$ cat config.mk
export PLATFORM = sky130hd
export DESIGN_NAME = pipelined_shifter
export DESIGN_NICKNAME = d
export VERILOG_FILES = /design/src/rtl/pipelined_shifter.sv
export SDC_FILE = /design/constraint.sdc
export NUM_CORES = 1
export LEC_CHECK = 0
export BUFFER_PORTS_ARGS = -buffer_cell sky130_fd_sc_hd__buf_2
export CAP_MARGIN = 20
export CORE_AREA = 10 10 133 135
export CTS_CLUSTER_DIAMETER = 150
export DETAILED_ROUTE_END_ITERATION = 10
export DIE_AREA = 0 0 143 145
export PLACE_DENSITY_LB_ADDON = 0.12
export SYNTH_ARGS = -nofsm -noshare
export SYNTH_HDL_FRONTEND = slang
export SYNTH_SLANG_ARGS = --single-unit
$ cat constraint.sdc
create_clock -name clk -period 4.8 [get_ports clk]
set_clock_uncertainty 0.1 [all_clocks]
set_input_delay 0.96 -clock clk [delete_from_list [all_inputs] [get_ports clk]]
set_output_delay 0.96 -clock clk [all_outputs]
set_load 0.02 [all_outputs]
$ cat src/rtl/pipelined_shifter.sv
// Pipelined barrel shifter: log2(N) layers of 2:1 selection (amounts N/2 down to 1)
// spread over STAGES register boundaries, with a valid/ready handshake and a global stall.
// Optional feature: define PIPELINED_SHIFTER_ROTATE_EN to make ROL/ROR legal and build the
// wrap-around datapath; without it ops 011/100 are reported as illegal.
// N must be a power of two in 4..64 and STAGES must lie in 1..log2(N).
module pipelined_shifter #(
  parameter int unsigned N      = 32,
  parameter int unsigned STAGES = 2
) (
  input  logic                 clk,
  input  logic                 rst,
  input  logic                 in_valid,
  output logic                 in_ready,
  input  logic [N-1:0]         in_data,
  input  logic [$clog2(N)-1:0] in_amt,
  input  logic [2:0]           in_op,
  output logic                 out_valid,
  input  logic                 out_ready,
  output logic [N-1:0]         out_data,
  output logic                 out_zero,
  output logic                 out_illegal
);

  localparam int unsigned Lw = $clog2(N);

  localparam logic [2:0] OpSll = 3'b000;
  localparam logic [2:0] OpSrl = 3'b001;
  localparam logic [2:0] OpSra = 3'b010;
`ifdef PIPELINED_SHIFTER_ROTATE_EN
  localparam logic [2:0] OpRol = 3'b011;
  localparam logic [2:0] OpRor = 3'b100;
`endif

  // Layer k (0 = largest amount) belongs to stage (k * STAGES) / Lw, so with STAGES == Lw
  // every layer gets its own register.
  function automatic int stage_of(input int layer);
    return (layer * int'(STAGES)) / int'(Lw);
  endfunction

  // One 2:1 selection layer: shift by a fixed amount sh according to op.
  function automatic logic [N-1:0] shift_layer(input logic [N-1:0] x, input logic [2:0] op,
                                               input int unsigned sh);
    logic [N-1:0] r;
    r = x;
    case (op)
      OpSll:   r = x << sh;
      OpSrl:   r = x >> sh;
      OpSra:   r = $signed(x) >>> sh;
`ifdef PIPELINED_SHIFTER_ROTATE_EN
      OpRol:   r = (x << sh) | (x >> (N - sh));
      OpRor:   r = (x >> sh) | (x << (N - sh));
`endif
      default: r = x;
    endcase
    return r;
  endfunction

  logic op_illegal;
  logic stall;
  logic accept;

  // Per-stage registered payload.
  logic [N-1:0]  data_q  [STAGES];
  logic [Lw-1:0] amt_q   [STAGES];
  logic [2:0]    op_q    [STAGES];
  logic          ill_q   [STAGES];
  logic          valid_q [STAGES];
  logic          zero_q;

  // Per-stage inputs and next-state data.
  logic [N-1:0]  src_data [STAGES];
  logic [Lw-1:0] src_amt  [STAGES];
  logic [2:0]    src_op   [STAGES];
  logic          src_ill  [STAGES];
  logic          src_vld  [STAGES];
  logic [N-1:0]  data_d   [STAGES];

`ifdef PIPELINED_SHIFTER_ROTATE_EN
  assign op_illegal = (in_op > OpRor);
`else
  assign op_illegal = (in_op > OpSra);
`endif

  // Reset overrides stall so in_ready reads 1 while rst is high.
  assign stall    = valid_q[STAGES-1] & ~out_ready & ~rst;
  assign in_ready = ~stall;
  assign accept   = in_valid & in_ready & ~rst;

  // Stage inputs and the combinational layers owned by each stage.
  always_comb begin
    // Illegal beats enter as zero data with a harmless op, so every layer yields zero.
    src_data[0] = op_illegal ? '0 : in_data;
    src_amt[0]  = in_amt;
    src_op[0]   = op_illegal ? OpSll : in_op;
    src_ill[0]  = op_illegal;
    src_vld[0]  = accept;
    for (int s = 1; s < STAGES; s++) begin
      src_data[s] = data_q[s-1];
      src_amt[s]  = amt_q[s-1];
      src_op[s]   = op_q[s-1];
      src_ill[s]  = ill_q[s-1];
      src_vld[s]  = valid_q[s-1];
    end
    for (int s = 0; s < STAGES; s++) begin
      data_d[s] = src_data[s];
      for (int k = 0; k < Lw; k++) begin
        if (stage_of(k) == s && src_amt[s][Lw-1-k]) begin
          data_d[s] = shift_layer(data_d[s], src_op[s], N >> (k + 1));
        end
      end
    end
  end

  // Pipeline registers: clear on reset, freeze on stall, payload loads only with a valid beat.
  always_ff @(posedge clk) begin
    if (rst) begin
      for (int s = 0; s < STAGES; s++) begin
        valid_q[s] <= 1'b0;
        data_q[s]  <= '0;
        amt_q[s]   <= '0;
        op_q[s]    <= '0;
        ill_q[s]   <= 1'b0;
      end
      zero_q <= 1'b0;
    end else if (!stall) begin
      for (int s = 0; s < STAGES; s++) begin
        valid_q[s] <= src_vld[s];
        if (src_vld[s]) begin
          data_q[s] <= data_d[s];
          amt_q[s]  <= src_amt[s];
          op_q[s]   <= src_op[s];
          ill_q[s]  <= src_ill[s];
        end
      end
      if (src_vld[STAGES-1]) begin
        zero_q <= ~|data_d[STAGES-1];
      end
    end
  end

  // The final stage's amount and op are carried for uniformity but never consumed.
  logic unused_tail;
  assign unused_tail = ^{amt_q[STAGES-1], op_q[STAGES-1]};

  assign out_valid   = valid_q[STAGES-1];
  assign out_data    = data_q[STAGES-1];
  assign out_zero    = zero_q;
  assign out_illegal = ill_q[STAGES-1];

endmodule

==> results.md, run 1 <==
- Status: complete, no violations
- Clk sink count: 74
- Tmin final: 3.44 ns
- Synth Instances: 923
- Top-count cell post-synth: nor2_1
- Fmax: a little under 300 MHz
- PostCTS Resize Cnt: 0
- Initial antenna violation count: 0
- Top cells by area, synth: edfxtp_1 30%, nor2_1 5.4%, a21oi_1 5.0%
- CP Max Fanout: 31
- Simple-gate share of the synthesized area: 20.1%
- Die area: 20700 sq um
- Avg Cell Area, Syn: 8.00 sq um
- Nets: 952
- Final hold vios: 0
- Min-Delay Path Depth: 1
- RSZ-0062 raised after global routing: no
- Period utilization: 71.8%
- Initial DRC count: 1039
- Via density per instance: 7.00
- TritonRoute pass-1 iters: 7
- Post-Synthesis Net Count: 967
- Final Power: 0.00228 W
- Path type of the worst min-delay path: flip-flop to flip-flop
- R2R depth: 9
- H-tree levels: 3
- Pleak: about 2.9 nW
- Mux cell area share after synthesis: 7.17%
- Top FF cell, synth: edfxtp_1
- Hold path start: ill_q[0][0]
- Die X: 143 um
- Post-CTS setup buffer count: 0
- Area of the mapped netlist: 7390 sq um
- Synth Area in Compound Gates: 32.6%
- Max Slew Vio Count: 0
- Placement Rows: 45
- TritonCTS Buffers: 9
- Sequential area share after synthesis: 30.0%
- Die Y: 145 um
- Total GRT Usage: 25.0%
- GPL Wtd Cong: 1.01
- Fillcell total: between 1000 and 1500
- Required @ worst endpoint: 4.83 ns
- Maxcap violations: 0
- XOR/XNOR Fraction of Synth Area: 0%
- Post-route DRC: 0
- Number of synthesized flops with an enable pin: 73
- Ys Warns: 0
- Share of cells above drive strength 1: 18.6%
- CORE AREA: 15000 sq um
- Area growth from synthesis to layout: 6.32%
- FFs w/ async S/R, synth: 0%
- Clock root buffer: clkbuf_16
- Setup violations, final: 0
- Worst-margin pin slew: 1.00 ns
- Seq cells post-synth: 74
- Post-synth top area share: approximately 30%
- CP Capture Type: flip-flop
- Arr. time, crit path: 3.48 ns
- Largest net degree at the start of global routing: 96
- Number of global-route vias before repair: 7176
- R2R Setup Slk: 1.45 ns
- Vias: ~7700
- Routed Antenna Nets: 0
- Routed WL: 27300 um
- Setup TNS: 0 ns
- First-pass GRT wire length: 41800 um
- Slew HR: 33.0%
- Clk buf depth: 2
- Worst hold endpoint: ill_q[0][1]
- Post-synth top area cell: edfxtp_1
- Startpoint types: input port
- Hold_buf cts: 0
- RR Startpoint: op_q[0][2]
- Port Buf Inserts: 79
- Antenna Diode Count: 0
- Final HPWL DP: 20000 um
- Reg2reg end: out_zero
- Combinational family with the most area after synthesis: compound AO/OA/AOI/OAI gates
- Critical path class: input port to flip-flop
- Io pins: 80
- Synth cell types: 79
- Post-synth top cells: 107 x nor2_1, 77 x nand2_1, 74 x a21oi_1
- Power Dens Cells: 291 nW/um^2
- DR WL/cell: about 25 um
- VDD IR max: 227 uV
- Starting density of the core: 49.1%
- Clk_lat worst skew: 0.34 ns
- Global route overflow: 0
- CTS tree: yes
- Synth Area in Adders: 0%
- Clock-pin slew on the worst setup and hold paths: approximately 0.06 ns
[flip-flops by register name, indices dropped and copies added, names as in the netlist]
name	cells
ill_q	2
data_q	64
op_q	3
out_zero	1
amt_q	2
valid_q	2
[cell type report]
class | count | area [sq um] | area share [%]
inverter | 13 | 48.8 | 0.621
multi-input combinational | 707 | 4440 | 56.5
clock buffer | 9 | 225 | 2.87
clock inverter | 7 | 82.6 | 1.05
timing repair buffer | 103 | 608 | 7.74
sequential | 74 | 2210 | 28.2
tap | 188 | 235 | 3.00
[metal layers]
metal	vias up	GRT usage (%)	share of wire, %
li1	3456	-	-
met1	3669	31.5	39
met2	494	38.9	46
met3	88	5.31	8.9
met4	0	13.5	5.7
met5	-	0	0
[stage by stage]
step / cell area (sq um) / util [%] / hold slack (ns) / worst slack (ns) / std cells
3_5_place_dp: 7520 / 50.0 / 0.413 / 1.05 / 1084
3_3_place_gp: 7520 / 50.0 / 0.419 / 1.25 / 1084
2_1_floorplan: 7390 / - / 0.397 / 1.82 / 923
5_1_grt: 7850 / 52.2 / 0.462 / 1.16 / 1101
6_report: 7850 / 52.2 / 0.427 / 1.36 / 1101
4_1_cts: 7830 / 52.1 / 0.428 / 1.25 / 1100
[power breakdown]
part / leakage [nW] / internal (W) / switching (W) / total [W]
Clock: 0.145 / 0.000412 / 0.000291 / 0.000703
Sequential: 0.785 / 0.000784 / 0.0000810 / 0.000865
Combinational: 1.95 / 0.000253 / 0.000461 / 0.000714
[worst max-delay path by stage]
stage / from / end / slack (ns) / cells past startpoint
final: in_amt[4] / data_q[0][12] / 1.36 / 8
after global routing: in_amt[4] / data_q[0][12] / 1.16 / 8
after CTS: op_q[0][2] / out_zero / 1.25 / 8
after detailed placement: in_amt[4] / data_q[0][12] / 1.05 / 8
after global placement: in_amt[4] / data_q[0][14] / 1.25 / 8
after floorplan: in_op[0] / data_q[0][13] / 1.82 / 10
[worst max-delay path, stage by stage]
cell      delay, ns
buf_2          0.42
inv_1          0.39
nor2_1         0.52
buf_4          0.25
a21oi_1        0.11
mux2_2         0.27
o221a_2        0.24
a211oi_1       0.30
[cells in the final DEF (no fill, tap or decap), drive strengths merged, types with 4 or more instances in the layout]
master	instances
o21a	7
nand3	31
o22a	5
o21ai	67
a211oi	13
nand2	77
or2	4
nor3	12
a22oi	9
edfxtp	73
nand4	5
a221oi	15
a21oi	74
a22o	7
nand2b	12
a31oi	21
and3	6
mux2i	21
o32a	5
a211o	8
mux2	24
nor2b	16
o211ai	13
o2111ai	4
inv	16
nor3b	5
and2	15
buf	103
nor2	107
o22ai	38
o221ai	15
o211a	8
clkbuf	9
o2bb2ai	11
[cells by family (layout without fill, tap and decap cells)]
kind of cell,after synthesis,in the layout
AOI/OAI and AO/OA,351,351
buffers and inverters,142,132
DFF,74,74
muxes,47,47
other,1,1
and+or+nand+nor,308,308
Power figures use the tool's default switching activity.
==> run 2, diff against run 1 <==
--- a/config.mk
+++ b/config.mk
@@ -5,12 +5,13 @@
 export SDC_FILE = /design/constraint.sdc
 export NUM_CORES = 1
 export LEC_CHECK = 0
+export ABC_AREA = 1
 export BUFFER_PORTS_ARGS = -buffer_cell sky130_fd_sc_hd__buf_2
 export CAP_MARGIN = 20
-export CORE_AREA = 10 10 133 135
+export CORE_AREA = 10 10 124 126
 export CTS_CLUSTER_DIAMETER = 150
 export DETAILED_ROUTE_END_ITERATION = 10
-export DIE_AREA = 0 0 143 145
+export DIE_AREA = 0 0 134 136
 export PLACE_DENSITY_LB_ADDON = 0.12
 export SYNTH_ARGS = -nofsm -noshare
 export SYNTH_HDL_FRONTEND = slang
==> constraint.sdc (replaced) <==
create_clock -name clk -period 2.95 [get_ports clk]
set_clock_uncertainty 0.1 [all_clocks]
set_input_delay 0.59 -clock clk [delete_from_list [all_inputs] [get_ports clk]]
set_output_delay 0.59 -clock clk [all_outputs]
set_load 0.02 [all_outputs]
==> run 2 against run 1 <==
Net effect:
- area after synthesis is 14% lower
- register-to-register slack got worse by 1.1 ns
- wire length is 35% lower
- via count shrank 20%
- global-route usage down 5.6 points
- cell area decreased by 12%
- core utilization rose by 0.97 points
- largest cell class unchanged
- sequential power rose by 55%
- critical path type is now flip-flop to flip-flop
- first-iteration DRC count fell by 51%
- sequential cell count unchanged
- worst setup slack got worse by 1.0 ns
- critical path depth grew 4
==> results.md, run 2 <==
- Sequential area share after synthesis: 34.9% (was 30.0%)
- Required @ worst endpoint: 3.13 ns (was 4.83 ns)
- Post-route DRC: 0 (unchanged)
- TritonRoute pass-1 iters: 5 (was 7)
- RSZ-0062 raised after global routing: no (unchanged)
- Maxcap violations: 0 (unchanged)
- Nets: 1015 (was 952)
- Critical path class: flip-flop to flip-flop (was input port to flip-flop)
- Top FF cell, synth: edfxtp_1 (unchanged)
- TritonCTS Buffers: 9 (unchanged)
- CP Capture Type: flip-flop (unchanged)
- Starting density of the core: 48.9% (was 49.1%)
- CP peak stage delay: 0.45 ns (was 0.52 ns)
- Clk_lat worst skew: 0.34 ns (about the same)
- Fmax: 384 MHz
- Max reg flops: 64 (unchanged)
- RR Startpoint: op_q[0][1] (was op_q[0][2])
- Path type of the worst min-delay path: flip-flop to flip-flop (unchanged)
- Share of cells above drive strength 1: 15.9% (was 18.6%)
- Io pins: 80 (unchanged)
- Fillcell total: 1388 (was 1432)
- Regs by FF count: data_q (64), op_q (3) (unchanged)
- Most common cell after layout, fill and taps aside: nand2_1 (was nor2_1)
- Post-Synthesis Net Count: 984 (was 967)
- Tmin final: 2.60 ns
- Placement Rows: 42 (was 45)
- Arr. time, crit path: 2.78 ns (was 3.48 ns)
- Startpoint types: flip-flop (was input port)
- Synth cell types: 39 (was 79)
- CORE AREA: 13000 sq um (was 15000 sq um)
- First-pass GRT wire length: 29000 um (was 41800 um)
- Initial antenna violation count: 0 (unchanged)
- Seq cells post-synth: 74 (unchanged)
- H-tree levels: 3 (unchanged)
- DR WL/cell: 15.3 um (was 24.8 um)
- Clk sink count: 74 (unchanged)
- Setup TNS: 0 ns (unchanged)
- Final HPWL DP: 13400 um (was 20000 um)
- Top cells by area, synth: edfxtp_1 35%, nand2_1 14%, nand3_1 12% (was edfxtp_1 30%, nor2_1 5.4%, a21oi_1 5.0%)
- Area growth from synthesis to layout: 8.81% (was 6.32%)
- PostCTS Resize Cnt: 0 (unchanged)
- Slew HR: 58.4% (was 33.0%)
- Status: complete, no violations (unchanged)
- Post-synth top area cell: edfxtp_1 (unchanged)
- Post-synth top area share: 34.5% (was 29.7%)
- Number of global-route vias before repair: 5746 (was 7176)
- Clk buf depth: 2 (unchanged)
- Routed Antenna Nets: 0 (unchanged)
- Vias: 6164 (was 7707)
- Final Power: 0.00334 W (was 0.00228 W)
- Area of the mapped netlist: 6350 sq um (was 7390 sq um)
- Met2 usage: 31.4% (was 38.9%)
- Ys Warns: 0 (unchanged)
- Setup violations, final: 0 (unchanged)
- Max Slew Vio Count: 0 (unchanged)
- Die area: 18200 sq um (was 20700 sq um)
- Post-synth top cells: 243 x nand2_1, 151 x nand3_1, 101 x inv_1 (was 107 x nor2_1, 77 x nand2_1, 74 x a21oi_1)
- Worst hold endpoint: out_zero (was ill_q[0][1])
- Die Y: 136 um (was 145 um)
- Largest net degree at the start of global routing: 51 (was 96)
- VDD IR max: 264 uV (was 227 uV)
- Die X: 134 um (was 143 um)
- Hold path start: out_zero (was ill_q[0][0])
- Critical Path Slowest Stage Cell: edfxtp_1 (was nor2_1)
- GR met1 Demand/Resource: 24.8% (was 31.5%)
- Top reg by flops: data_q (unchanged)
- Avg Cell Area, Syn: 6.75 sq um (was 8.00 sq um)
- Post-CTS setup buffer count: 0 (unchanged)
- GPL Wtd Cong: 0.939 (was 1.01)
- CP Max Fanout: 27 (was 31)
- Top-count cell post-synth: nand2_1 (was nor2_1)
- Clock-pin slew on the worst setup and hold paths: 0.07 ns (was 0.06 ns)
- Reg2reg end: out_zero (unchanged)
- Via density per instance: 5.35 (was 7.00)
- Final core occ: 53.2% (was 52.2%)
- Min-Delay Path Depth: 2 (was 1)
- Leading cell types in the layout, fill and taps excluded: 243 x nand2_1, 151 x nand3_1, 101 x inv_1, 91 x nor2_1, 79 x buf_2 (was 106 x nor2_1, 79 x buf_2, 77 x nand2_1, 73 x a21oi_1, 73 x edfxtp_1)
- Most used cell, CP: nand3_1
- Port Buf Inserts: 79 (unchanged)
- Power Dens Cells: 484 nW/um^2 (was 291 nW/um^2)
- Worst-margin pin slew: 0.617 ns (was 1.00 ns)
- Antenna Diode Count: 0 (unchanged)
- Total GRT Usage: 19.5% (was 25.0%)
- CTS tree: yes (unchanged)
- Routed WL: 17600 um (was 27300 um)
- Number of synthesized flops with an enable pin: 73 (unchanged)
- Clock root buffer: clkbuf_16 (unchanged)
- Global route overflow: 0 (unchanged)
- Final hold vios: 0 (unchanged)
- Period utilization: 88.3%
- Hold_buf cts: 0 (unchanged)
- GR Layer Usage met3: 4.32% (was 5.31%)
- Busiest grt layer: met2 (unchanged)
- Initial DRC count: 504 (was 1039)
- Pleak: 3.28 nW (was 2.88 nW)
- R2R Setup Slk: 0.35 ns (was 1.45 ns)
- R2R depth: 12 (was 9)
- CP Cell Sequence: a21oi_2, nand2_2, inv_2, buf_4, nand3_1, nand3_1, nand3_1, nor2_1, nand3_1, nor2_1, nand3_1, a21oi_1 (was buf_2, inv_1, nor2_1, buf_4, a21oi_1, mux2_2, o221a_2, a211oi_1)
- FFs w/ async S/R, synth: 0% (unchanged)
- Synth Instances: 940 (was 923)
run 2: cell count changes in the layout (fill, tap and decap cells not counted), sizes merged, moves of 16 or more:
cell and change:
o21ai +23, a21oi -52, nand3 +121, mux2 -24
inv +97, mux2i -21, nand2 +173, o22ai -31
nor2b -16
run 2: how the worst max path moves through the flow:
stage / startpoint / slack (ns) / endpoint / depth (start not counted)
after floorplan: out_ready / 0.04 / amt_q[0][0] / 2
after global placement: in_op[1] / 0.25 / data_q[0][24] / 9
after detailed placement: in_op[0] / 0.30 / data_q[0][31] / 11
after CTS: op_q[0][1] / 0.38 / out_zero / 12
after global routing: op_q[0][1] / 0.15 / out_zero / 13
final: op_q[0][1] / 0.35 / out_zero / 12
run 2: worst max-delay path, delay by kind of cell, from the launching register on:
kind / cells / cell delay (ns)
buffers and inverters: 2 / 0.63
AO/OA/AOI/OAI: 2 / 0.35
AND/OR/NAND/NOR: 8 / 1.00
flip-flops: 1 / 0.45
run 2: stage by stage:
step                      area [sq um]  hold slack, ns  setup slack (ns)  cells
after CTS                         6910           0.354             0.383   1152
after floorplan                   6350           0.419            0.0392    940
final                             6910           0.362             0.346   1152
after global placement            6620           0.353             0.254   1136
after detailed placement          6620           0.355             0.297   1136
after global routing              6910           0.353             0.146   1152
run 2: cell families after synthesis:
family	after synthesis	synth area share, %
and+or+nand+nor	511	34.7
DFF	74	34.9
AOI/OAI and AO/OA	161	15.4
other	1	0.0591
buffers and inverters	193	15.1
run 2: cell type report:
| cell class | instances | area, sq um | share of cell area, % |
|---|---|---|---|
| multi-input combinational | 673 | 3190 | 46.2 |
| clock buffer | 9 | 225 | 3.26 |
| sequential | 74 | 2210 | 32.0 |
| inverter | 111 | 419 | 6.07 |
| clock inverter | 7 | 58.8 | 0.852 |
| timing repair buffer | 102 | 581 | 8.41 |
| tap | 176 | 220 | 3.19 |
run 2: layer usage:
| layer | vias to the layer above | share of wire (%) | wire, um |
|---|---|---|---|
| li1 | 3161 | - | - |
| met1 | 2752 | 45 | 7970 |
| met2 | 223 | 46 | 8160 |
| met3 | 28 | 6.1 | 1080 |
| met4 | 0 | 2.4 | 415 |
| met5 | - | 0 | 0 |
run 2: power by group:
group	internal (W)	total, W	switching (W)	leakage [nW]
combinational	0.000301	0.000964	0.000662	2.35
sequential	0.00128	0.00134	0.0000552	0.799
clock	0.000582	0.00104	0.000461	0.133
total	0.00216	0.00334	0.00118	3.28
==> run 3, diff against run 2 <==
==> config.mk (replaced) <==
export PLATFORM = sky130hd
export DESIGN_NAME = pipelined_shifter
export DESIGN_NICKNAME = d
export VERILOG_FILES = /design/src/rtl/pipelined_shifter.sv
export SDC_FILE = /design/constraint.sdc
export NUM_CORES = 1
export LEC_CHECK = 0
export ABC_AREA = 0
export BUFFER_PORTS_ARGS = -buffer_cell sky130_fd_sc_hd__buf_2
export CAP_MARGIN = 20
export CORE_AREA = 10 10 133 135
export CTS_CLUSTER_DIAMETER = 150
export DETAILED_ROUTE_END_ITERATION = 10
export DIE_AREA = 0 0 143 145
export PLACE_DENSITY = 0.69
export SYNTH_ARGS = -nofsm -noshare
export SYNTH_HDL_FRONTEND = slang
export SYNTH_SLANG_ARGS = --single-unit
==> constraint.sdc (replaced) <==
create_clock -name clk -period 2.8 [get_ports clk]
set_clock_uncertainty 0.1 [all_clocks]
set_input_delay 0.56 -clock clk [delete_from_list [all_inputs] [get_ports clk]]
set_output_delay 0.56 -clock clk [all_outputs]
set_load 0.02 [all_outputs]
==> run 3 against run 2 <==
Net effect:
- wire length up 45%
- highest routed layer unchanged
- global-route usage up 4.5 points
- hold slack better by 0.032 ns
- clock power up 5%
- clock-buffer cell count unchanged
- sequential cell count unchanged
- critical path depth down 3
- total power up 17%
- combinational power up 41%
- core utilization up 3.6 points
==> results.md, run 3 (synthesis gave the netlist of run 1 again) <==
- Status: complete, no violations (unchanged)
- Leading cell types in the layout, fill and taps excluded: 106 x nor2_1, 91 x buf_4, 79 x buf_2, 77 x nand2_1 (was 243 x nand2_1, 151 x nand3_1, 101 x inv_1, 91 x nor2_1, 79 x buf_2)
- First-pass GRT wire length: 40500 um (was 29000 um)
- Worst-margin pin slew: 0.806 ns (was 0.617 ns)
- H-tree levels: 3 (unchanged)
- Clk sink count: 74 (unchanged)
- Clock-pin slew on the worst setup and hold paths: 0.06 ns (was 0.07 ns)
- Setup violations, final: 0 (unchanged)
- Met2 usage: 36.8% (was 31.4%)
- Clk_lat worst skew: 0.34 ns (about the same)
- GPL Wtd Cong: 1.03 (was 0.939)
- Share of cells above drive strength 1: 25.7% (was 15.9%)
- Slew HR: 44.9% (was 58.4%)
- Largest net degree at the start of global routing: 50 (was 51)
- GR Layer Usage met3: 4.47% (was 4.32%)
- Setup slack after layout: 0.104 ns (was 0.346 ns)
- Clk buf depth: 2 (unchanged)
- Post-CTS setup buffer count: 0 (unchanged)
- CP Capture Type: flip-flop (unchanged)
- Regs by FF count: data_q (64), op_q (3) (unchanged)
- Die X: 143 um (was 134 um)
- TritonRoute pass-1 iters: 6 (was 5)
- Startpoint types: flip-flop (unchanged)
- Power Dens Cells: 459 nW/um^2 (was 484 nW/um^2)
- Placement Rows: 45 (was 42)
- Nets: 1030 (was 1015)
- Hold path start: in_amt[1] (was out_zero)
- Port Buf Inserts: 79 (unchanged)
- Number of global-route vias before repair: 7406 (was 5746)
- CORE AREA: 15000 sq um (was 13000 sq um)
- Max reg flops: 64 (unchanged)
- Die Y: 145 um (was 136 um)
- Final Power: 0.00392 W (was 0.00334 W)
- CP Max Fanout: 25 (was 27)
- Top reg by flops: data_q (unchanged)
- Vias: 7764 (was 6164)
- Storage cell area: 2210 sq um (unchanged)
- VDD IR max: 277 uV (was 264 uV)
- Required @ worst endpoint: 2.93 ns (was 3.13 ns)
- Reg2reg end: out_zero (unchanged)
- Final HPWL DP: 19000 um (was 13400 um)
- Max Slew Vio Count: 0 (unchanged)
- Arr. time, crit path: 2.82 ns (was 2.78 ns)
- Multi-input gate area: 4470 sq um (was 3190 sq um)
- R2R Setup Slk: 0.10 ns (was 0.35 ns)
- Inst Count DP: 1163 (was 1136)
- R2R depth: 9 (was 12)
- Hold WS: 0.394 ns (was 0.362 ns)
- Starting density of the core: 49.1% (was 48.9%)
- Min-Delay Path Depth: 2 (unchanged)
- Antenna Diode Count: 0 (unchanged)
- Beginning of the critical path: amt_q[0][1] (was op_q[0][1])
- Period utilization: 96.3% (was 88.3%)
- Routed WL: 25600 um (was 17600 um)
- Io pins: 80 (unchanged)
- Initial antenna violation count: 0 (unchanged)
- Busiest grt layer: met2 (unchanged)
- DR WL/cell: 21.7 um (was 15.3 um)
- Maxcap violations: 0 (unchanged)
- CTS tree: yes (unchanged)
- TritonCTS Buffers: 9 (unchanged)
- Area growth from synthesis to layout: 15.5% (was 8.81%)
- RR Startpoint: amt_q[0][1] (was op_q[0][1])
- Total GRT Usage: 23.9% (was 19.5%)
- Path type of the worst min-delay path: input port to flip-flop (was flip-flop to flip-flop)
- Initial DRC count: 1104 (was 504)
- Worst hold endpoint: amt_q[0][1] (was out_zero)
- Post-route DRC: 0 (unchanged)
- Die area: 20700 sq um (was 18200 sq um)
- GR met1 Demand/Resource: 30.6% (was 24.8%)
- Post-route insts no fill: 1179 (was 1152)
- Fmax: 371 MHz (was 384 MHz)
- Tmin final: 2.70 ns (was 2.60 ns)
- Final hold vios: 0 (unchanged)
- Fillcell total: 1429 (was 1388)
- Pleak: 3.28 nW (about the same)
- Global route overflow: 0 (unchanged)
- Critical path class: flip-flop to flip-flop (unchanged)
- Routed Antenna Nets: 0 (unchanged)
- Most common cell after layout, fill and taps aside: nor2_1 (was nand2_1)
- Clock root buffer: clkbuf_16 (unchanged)
- Via density per instance: 6.59 (was 5.35)
- Setup WS pre-CTS: 0.101 ns (was 0.297 ns)
- Hold_buf cts: 0 (unchanged)
[run 3: changes by cell type in the layout (fill, tap and decap cells not counted), moves of 23 or more]
cell / delta
buf_4: +69
o22ai_1: +30
nand2_1: -166
a21oi_1: +53
o21ai_1: -30
nand3_1: -120
inv_1: -90
mux2_2: +23
[run 3: how the worst max path moves through the flow]
stage                    endpoint  slack [ns]
floorplan           data_q[0][13]        0.22
global placement         out_zero        0.02
detailed placement  data_q[0][12]        0.10
CTS                      out_zero        0.06
global route             out_zero      -0.001
finish                   out_zero        0.10
[run 3: stage by stage]
| step | utilization (%) | TNS [ns] | instance area (sq um) |
|---|---|---|---|
| finish | 56.8 | 0 | 8530 |
| global route | 56.8 | -0.00127 | 8530 |
| CTS | 56.5 | 0 | 8490 |
| detailed placement | 54.6 | 0 | 8200 |
| global placement | 54.6 | 0 | 8200 |
| floorplan | - | 0 | 7390 |
[run 3: final cells by class]
class	instances	area share, %
Clock inverter	7	0.719
Clock buffer	9	2.64
Timing Repair Buffer	181	14.9
Tap cell	188	2.76
Multi-Input combinational cell	707	52.4
Sequential cell	74	25.9
Inverter	13	0.601
[run 3: critical path, cell delays in order, from the launching register on]
cell	delay, ns
edfxtp_1	0.40
or3b_4	0.31
buf_4	0.31
o22ai_1	0.17
a21oi_1	0.32
mux2i_1	0.14
a211oi_1	0.51
nor3_1	0.13
nand4_1	0.12
o21ai_1	0.06
[run 3: layer usage]
metal / part of all wire (%) / wire length [um]
met4: 4.9 / 1260
met5: 0 / 0
met1: 41 / 10400
met3: 9.1 / 2320
met2: 45 / 11600
[run 3: report_power, final]
group          switching [W]  leakage (nW)  internal [W]
clock               0.000480         0.135      0.000614
sequential          0.000121         0.785       0.00134
combinational       0.000804          2.36      0.000559
total                0.00140          3.28       0.00252
[run 3: repair_timing]
action                                  in CTS  in global routing
endpoints found under the setup margin       0                  1
endpoints found under the hold margin        0                  0
gates resized for setup                      0                 11
